### src/rtl/temp_sample_ctrl.sv
// DS18B20 sampling controller: sequences driver enables, captures synchronized
// results into a signed temperature with alarm flags and a sticky timeout error.
module temp_sample_ctrl #(
    parameter int unsigned        PERIOD_CYC  = 50_000_000,
    parameter int unsigned        TIMEOUT_CYC = 50_000_000,
    parameter logic signed [21:0] HI_THRESH   = 22'sd500000,
    parameter logic signed [21:0] LO_THRESH   = -22'sd100000
) (
    input  logic        clk,
    input  logic        rst_n,
    input  logic        start,
    input  logic        cont,
    input  logic        stop,
    output logic        drv_enable,
    input  logic [20:0] drv_temp,
    input  logic        drv_sign,
    input  logic        drv_vld,
    output logic [21:0] temp_out,
    output logic        sample_vld,
    output logic        alarm_hi,
    output logic        alarm_lo,
    output logic        timeout_err,
    output logic        busy
);

    typedef enum logic [1:0] {S_IDLE, S_RUN, S_CAPTURE, S_WAIT} state_t;

    localparam logic [25:0] CNT_MAX      = '1;
    localparam logic [25:0] TIMEOUT_LAST = 26'(TIMEOUT_CYC - 1);
    localparam logic [25:0] PERIOD_LAST  = 26'(PERIOD_CYC - 1);

    state_t             state_q, state_d;
    logic [25:0]        cnt_q, cnt_d, cnt_inc;
    logic               cont_q, cont_d;
    logic               sync1_q, sync2_q, sync3_q, pulse_q;
    logic               drv_enable_q, drv_enable_d;
    logic signed [21:0] temp_q, temp_d;
    logic               sample_vld_q, sample_vld_d;
    logic               alarm_hi_q, alarm_hi_d;
    logic               alarm_lo_q, alarm_lo_d;
    logic               timeout_q, timeout_d;
    logic               busy_q, busy_d;
    logic signed [21:0] mag, temp_calc;

    // drv_temp/drv_sign are stable while drv_vld is high, so they are used unsynchronized
    assign mag       = {1'b0, drv_temp};
    assign temp_calc = drv_sign ? -mag : mag;
    assign cnt_inc   = (cnt_q == CNT_MAX) ? cnt_q : cnt_q + 26'd1;

    always_comb begin
        state_d      = state_q;
        cnt_d        = cnt_inc;
        cont_d       = cont_q;
        temp_d       = temp_q;
        sample_vld_d = 1'b0;
        alarm_hi_d   = alarm_hi_q;
        alarm_lo_d   = alarm_lo_q;
        timeout_d    = timeout_q;
        case (state_q)
            S_IDLE: begin
                cnt_d = cnt_q;
                if (start && !stop) begin
                    cont_d  = cont;
                    cnt_d   = '0;
                    state_d = S_RUN;
                end
            end
            S_RUN: begin
                if (pulse_q) begin
                    // a result in flight wins over stop; clearing cont sends CAPTURE to IDLE
                    state_d      = S_CAPTURE;
                    temp_d       = temp_calc;
                    sample_vld_d = 1'b1;
                    alarm_hi_d   = temp_calc > HI_THRESH;
                    alarm_lo_d   = temp_calc < LO_THRESH;
                    timeout_d    = 1'b0;
                    if (stop) cont_d = 1'b0;
                end else if (stop) begin
                    state_d = S_IDLE;
                end else if (cnt_q == TIMEOUT_LAST) begin
                    timeout_d = 1'b1;
                    cnt_d     = '0;
                    state_d   = cont_q ? S_WAIT : S_IDLE;
                end
            end
            S_CAPTURE: begin
                cnt_d   = '0;
                state_d = (cont_q && !stop) ? S_WAIT : S_IDLE;
            end
            S_WAIT: begin
                if (stop) begin
                    state_d = S_IDLE;
                end else if (cnt_q == PERIOD_LAST) begin
                    cnt_d   = '0;
                    state_d = S_RUN;
                end
            end
            default: state_d = S_IDLE;
        endcase
        drv_enable_d = (state_d == S_RUN);
        busy_d       = (state_d != S_IDLE);
    end

    always_ff @(posedge clk or negedge rst_n) begin
        if (!rst_n) begin
            state_q      <= S_IDLE;
            cnt_q        <= '0;
            cont_q       <= 1'b0;
            sync1_q      <= 1'b0;
            sync2_q      <= 1'b0;
            sync3_q      <= 1'b0;
            pulse_q      <= 1'b0;
            drv_enable_q <= 1'b0;
            temp_q       <= '0;
            sample_vld_q <= 1'b0;
            alarm_hi_q   <= 1'b0;
            alarm_lo_q   <= 1'b0;
            timeout_q    <= 1'b0;
            busy_q       <= 1'b0;
        end else begin
            state_q      <= state_d;
            cnt_q        <= cnt_d;
            cont_q       <= cont_d;
            sync1_q      <= drv_vld;
            sync2_q      <= sync1_q;
            sync3_q      <= sync2_q;
            pulse_q      <= sync2_q & ~sync3_q;
            drv_enable_q <= drv_enable_d;
            temp_q       <= temp_d;
            sample_vld_q <= sample_vld_d;
            alarm_hi_q   <= alarm_hi_d;
            alarm_lo_q   <= alarm_lo_d;
            timeout_q    <= timeout_d;
            busy_q       <= busy_d;
        end
    end

    assign drv_enable  = drv_enable_q;
    assign temp_out    = temp_q;
    assign sample_vld  = sample_vld_q;
    assign alarm_hi    = alarm_hi_q;
    assign alarm_lo    = alarm_lo_q;
    assign timeout_err = timeout_q;
    assign busy        = busy_q;

endmodule

### config.mk
export PLATFORM = sky130hd
export DESIGN_NAME = temp_sample_ctrl
export DESIGN_NICKNAME = d
export VERILOG_FILES = /design/src/rtl/temp_sample_ctrl.sv
export SDC_FILE = /design/constraint.sdc
export NUM_CORES = 1
export LEC_CHECK = 0
export CAP_MARGIN = 5
export CORE_MARGIN = 2
export CORE_UTILIZATION = 45
export CTS_CLUSTER_SIZE = 12
export DETAILED_ROUTE_END_ITERATION = 16
export HOLD_SLACK_MARGIN = 0.06
export MAX_ROUTING_LAYER = met4
export PLACE_DENSITY = 0.83
export REMOVE_ABC_BUFFERS = 1
export SLEW_MARGIN = 40
export SYNTH_ARGS = -nofsm -noshare
export SYNTH_HDL_FRONTEND = slang
export SYNTH_SLANG_ARGS = --single-unit
### constraint.sdc
create_clock -name clk -period 2.45 [get_ports clk]
set_clock_uncertainty 0.05 [all_clocks]
set_input_delay 0.3675 -clock clk [delete_from_list [all_inputs] [get_ports clk]]
set_output_delay 0.3675 -clock clk [all_outputs]
set_load 0.005 [all_outputs]
Word-level counts from Yosys, hierarchy flattened
Index checks and enable logic that the tools add are counted.
Word-level totals
  bits in registers: 61
  bits in latches: 0
  RAM bits: 0
  ROM bits: 0
  input port bits: 28
  output and inout bits: 28
  word-level logic and storage cells: 65
  memories kept: 0
Operators by class
  add/sub/neg operators: 2
  multiply operators: 0
  divide/modulo/power cells: 0
  magnitude comparators: 2
  equal/unequal tests: 10
  shift-type cells: 0
  mux-type cells: 25
  bitwise operators: 2
  reductions and logical operators: 10
Operators by type and width (count)
  $mux 26: 5
  $pmux 26 s4: 1
  $eq 26x26->1 const B: 2
  $add 26x1->26 const B: 1
  $gt 22x20->1 const B: 1
  $lt 22x18->1 const B: 1
  $mux 22: 1
  $neg 21->22: 1
  $mux 2: 8
  $mux 1: 8
  $pmux 2 s4: 1
  $ne 2x2->1 const B: 3
  $reduce_bool 2->1: 3
  $eq 2x1->1 const B: 2
  $eq 2x2->1 const B: 2
  $reduce_and 4->1: 1
  $reduce_and 3->1: 1
  $logic_and 1x1->1: 2
  $logic_not 2->1: 1
  $ne 2x1->1 const B: 1
  $pmux 1 s2: 1
  $reduce_and 2->1: 1
  $and 1x1->1: 1
  $logic_not 1->1: 1
  $not 1->1: 1

Logic depth before layout (Yosys ltp)
  word-level depth: 6
  depth in mapped cells: 10
  depth with buffers taken out: 9

Least setup slack after synthesis
No wires, ideal clock.
  path kind: input to register
  from: input drv_temp[0]
  to: register alarm_lo_q, in the netlist alarm_lo
  arrival: 2.791 ns
  slack: -0.518 ns
  stages on the path: 9
  cell sequence: inv_1 ha_1 or4b_2 or4_1 o31ai_1 xor2_1 or4_1 a22oi_1 o21ai_1
On the way
  longest elaborated chain between the ends: 3
RTL lines
  from (decl): RTL line 15  | input logic [20:0] drv_temp,
  $neg 21->22: RTL line 47  | assign temp_calc = drv_sign ? -mag : mag;
  $mux 22 *: RTL line 47
  $lt 22x18->1 *: RTL line 75  | alarm_lo_d = temp_calc < LO_THRESH;
  to (signal assigned): RTL line 132  | alarm_lo_q <= alarm_lo_d;
  to (decl): RTL line 40  | logic alarm_lo_q, alarm_lo_d;
Mark *: on every way between the ends. The rest lies on a longest branch, timed or not.
A chain may end at the register's enable or synchronous reset.

Final worst setup path
  from: input drv_temp[3]
  to: register alarm_lo_q, in the netlist alarm_lo
Same word-level chain as after synthesis.

==> impl_metrics.csv <==
group,metric,value,unit
run_status,run_status,"finished, violations left",
run_status,violations,"negative setup slack",
floorplanning,ios,56,
setup_path,arrival,2.85,ns
setup_path,reg2reg_depth,8,
logic_synthesis,async_flop_share,100,%
logic_synthesis,seq_area_frac_synth,44.2,%
sta,slew_viol_final,0,
routing,wl_per_cell,18.5,µm
clock_tree,clockRootBuffer,"clkbuf_8",
sta,period_share,109,%
sta,hold_viol_final,0,
run,cap_violations,0,
sta,rsz0062_at_grt,"true",
setup_path,crit_fanout,3,
clock_tree,cts.sinks,61,
pwr,p_switching,1050,µW
routing,routed-via-count,3741,
pwr,pwr-share-comb,29.7,%
routing,drtPass1Iterations,7,
logic_synthesis,syn_inst,396,
sta,fmax,0.375,GHz
pwr,p_total,3520,µW
placed_design,place_congestion,0.921,
pwr,power_density,709,mW/mm²
pwr,pwr-share-seq,38.0,%
global_route,grt_pass1_vias,3738,
clock_tree,path_clk_slew,0.08,ns
pwr,swShare,29.9,%
logic_synthesis,ys_ff_latch,61,
setup_path,cp-end-kind,"register",
clock_tree,htree_num_levels,3,
setup_path,rrSetupSlack,0.12,ns
global_route,antenna_found_initial,0,
final_layout,layout-drive-gt1-share,25.5,%
global_route,grt_max_degree,40,
logic_synthesis,synth-warning-count,0,
final_layout,finish.net_count,546,
global_route,grt_pass1_wl,17400,µm
global_route,overflow,0,
floorplanning,die_area,0.00839,mm²
final_layout,syn_to_final_growth,44.0,%
sta,whs,0.309,ns
logic_synthesis,synth-compound-area-share,18.1,%
routing,avgViaCountPerCell,6.03,
logic_synthesis,synthSimpleGateAreaFrac,24.6,%
setup_path,start_kind,"input pin",
clock_tree,cts_buffers,9,
pwr,leakage,0.00214,µW
floorplanning,initial_utilization,47.1,%
final_layout,fin_cells,620,
sta,maxSlewHeadroom,61.0,%
hold_path,hold_path_startpoint,"sync1_q",
hold_path,hold_path_end,"sync2_q",
routing,ant_nets,0,
floorplanning,rows,31,
logic_synthesis,synth_mux_area_share,0.290,%
final_layout,most-common-layout-cells,"buf_4 (68), dfrtp_1 (61), nand2_1 (48), o21ai_0 (41), clkdlybuf4s50_1 (39)",
floorplanning,die_width,91.6,µm
logic_synthesis,synthXorXnorAreaFrac,8.12,%
logic_synthesis,synth_edf_count,0,
logic_synthesis,syn-cell-area,0.00345,mm²
setup_path,slowest_delay,0.57,ns
final_layout,final_common_cell,"buf_4",
hold_path,hold_depth,0,
placed_design,dp_hpwl,6730,µm
final_layout,final_util,67.8,%
setup_path,cpMaxStageDelayCell,"or4_4",
sta,setup_slack,-0.213,ns
logic_synthesis,yosysUniqueCellTypes,53,
sta,setup_viol,3,
setup_path,crit_chain,"buf_6 > or4_4 > or4_4 > buf_4 > o31ai_4 > xor2_1 > or4_1 > a22oi_1 > o21ai_1",
clock_tree,cts_buffer_depth,2,
logic_synthesis,syn_area_per_cell,8.71,µm²
floorplanning,fp.coreArea,0.00733,mm²
sta,tns,-0.323,ns
logic_synthesis,synthFlopType,"dfrtp_1",
routing,wirelength,11400,µm
clock_tree,cts_tree,"yes",
global_route,track_usage,26.6,%
pwr,intPower,2470,µW
sta,period_needed,2.66,ns
placed_design,dp.cells,590,
setup_path,worstReg2RegEnd,"drv_enable",
setup_path,crit_type,"input pin to register",
pwr,clkPwrFrac,32.3,%
sta,worst_pin_slew,0.586,ns
floorplanning,dieHeight,91.6,µm
logic_synthesis,synth_top_family_by_area,"simple AND/OR/NAND/NOR gates",
setup_path,reg2reg_from,"cnt_q[20]",
placed_design,portBuffers,55,
clock_tree,clk_latency,0.35,ns
logic_synthesis,synthAdderAreaFrac,0.725,%
setup_path,required,2.64,ns
setup_path,crit_top_cell,"or4_4",
hold_path,holdCritPathClass,"register to register",
pwr,peakVddDrop,0.000485,V
final_layout,n_antenna_cell,0,
routing,drt_iter0_drc,333,
routing,drc_errors,0,
[synth_stat cells (all sizes together), types with 5 or more instances]
master,number,area (µm²)
nand2,50,195
o21ai,45,225
dfrtp,61,1530
nand3,18,90.1
a31oi,7,43.8
a21oi,19,95.1
clkbuf,16,60.1
nor3,12,60.1
xnor2,9,78.8
o31ai,8,60.1
or4,8,67.6
buf,5,36.3
xor2,23,201
inv,9,33.8
nand4,9,56.3
nor2,33,124
or3,8,50.1
[sequential cells by signal (all words and copies together) (netlist names)]
signal       flops
cnt_q           26
temp_out        22
state_q          2
alarm_hi         1
alarm_lo         1
busy             1
cont_q           1
drv_enable       1
pulse_q          1
sample_vld       1
sync1_q          1
sync2_q          1
sync3_q          1
timeout_err      1
[worst max path at each step]
stage / slack, ns / startpoint / endpoint
final: -0.21 / drv_temp[3] / alarm_lo
after global routing: -0.25 / drv_temp[1] / alarm_lo
after CTS: -0.12 / drv_temp[8] / alarm_hi
after detailed placement: -1.07 / drv_temp[0] / alarm_lo
after global placement: -0.95 / drv_temp[0] / alarm_lo
after floorplan: -0.53 / drv_temp[0] / alarm_lo
[logic make-up after synthesis]
family                   after synthesis
AO/OA/AOI/OAI                        102
multiplexers                           1
adder cells (fa/ha/maj)                2
buffers and inverters                 31
XOR/XNOR                              32
flip-flops                            61
AND/OR/NAND/NOR                      167
[layout make-up]
type                    count  area (µm²)
clock inverters             7         124
flip-flops and latches     61        1530
well taps                  99         124
fillers                   503        2360
multi-input cells         304        1920
inverters                  10        42.5
clock buffers               9         124
repair buffers            130        1110
[metrics by stage]
step	setup WS, ns	instance area, µm²
after CTS	-0.118	4910
after detailed placement	-1.07	4490
after global routing	-0.252	4970
after floorplan	-0.529	3350
after global placement	-0.949	4490
final	-0.213	4970
[critical path, delay by kind of cell]
kind	cells	cell delay, ns
buffers and inverters	2	0.27
AND/OR/NAND/NOR	3	1.64
AO/OA/AOI/OAI	3	0.46
XOR/XNOR	1	0.11
[power groups by stage]
stage / clock network, µW / registers [µW] / logic (µW)
global route: 1200 / 1360 / 1130
detailed placement: 0 / 1350 / 968
CTS: 1140 / 1330 / 999
global placement: 0 / 1340 / 933
floorplan: 0 / 1350 / 311
finish: 1140 / 1340 / 1040
[timing repair]
action	4_1_cts	5_1_grt
pin swaps	15	19
gates resized for setup	61	27
cloned	0	1
endpoints found under the setup margin	7	25
buffers inserted	7	5
hold buffers	1	0
hold endpoints to repair	22	0
[metal layers]
layer | vias up | routed length, µm | GRT usage, %
li1 | 1669 | - | -
met1 | 1799 | 4150 | 28.8
met2 | 222 | 5920 | 46.7
met3 | 51 | 872 | 4.65
met4 | 0 | 496 | 13.0
met5 | - | 0 | -
Power figures use the tool's default switching activity.
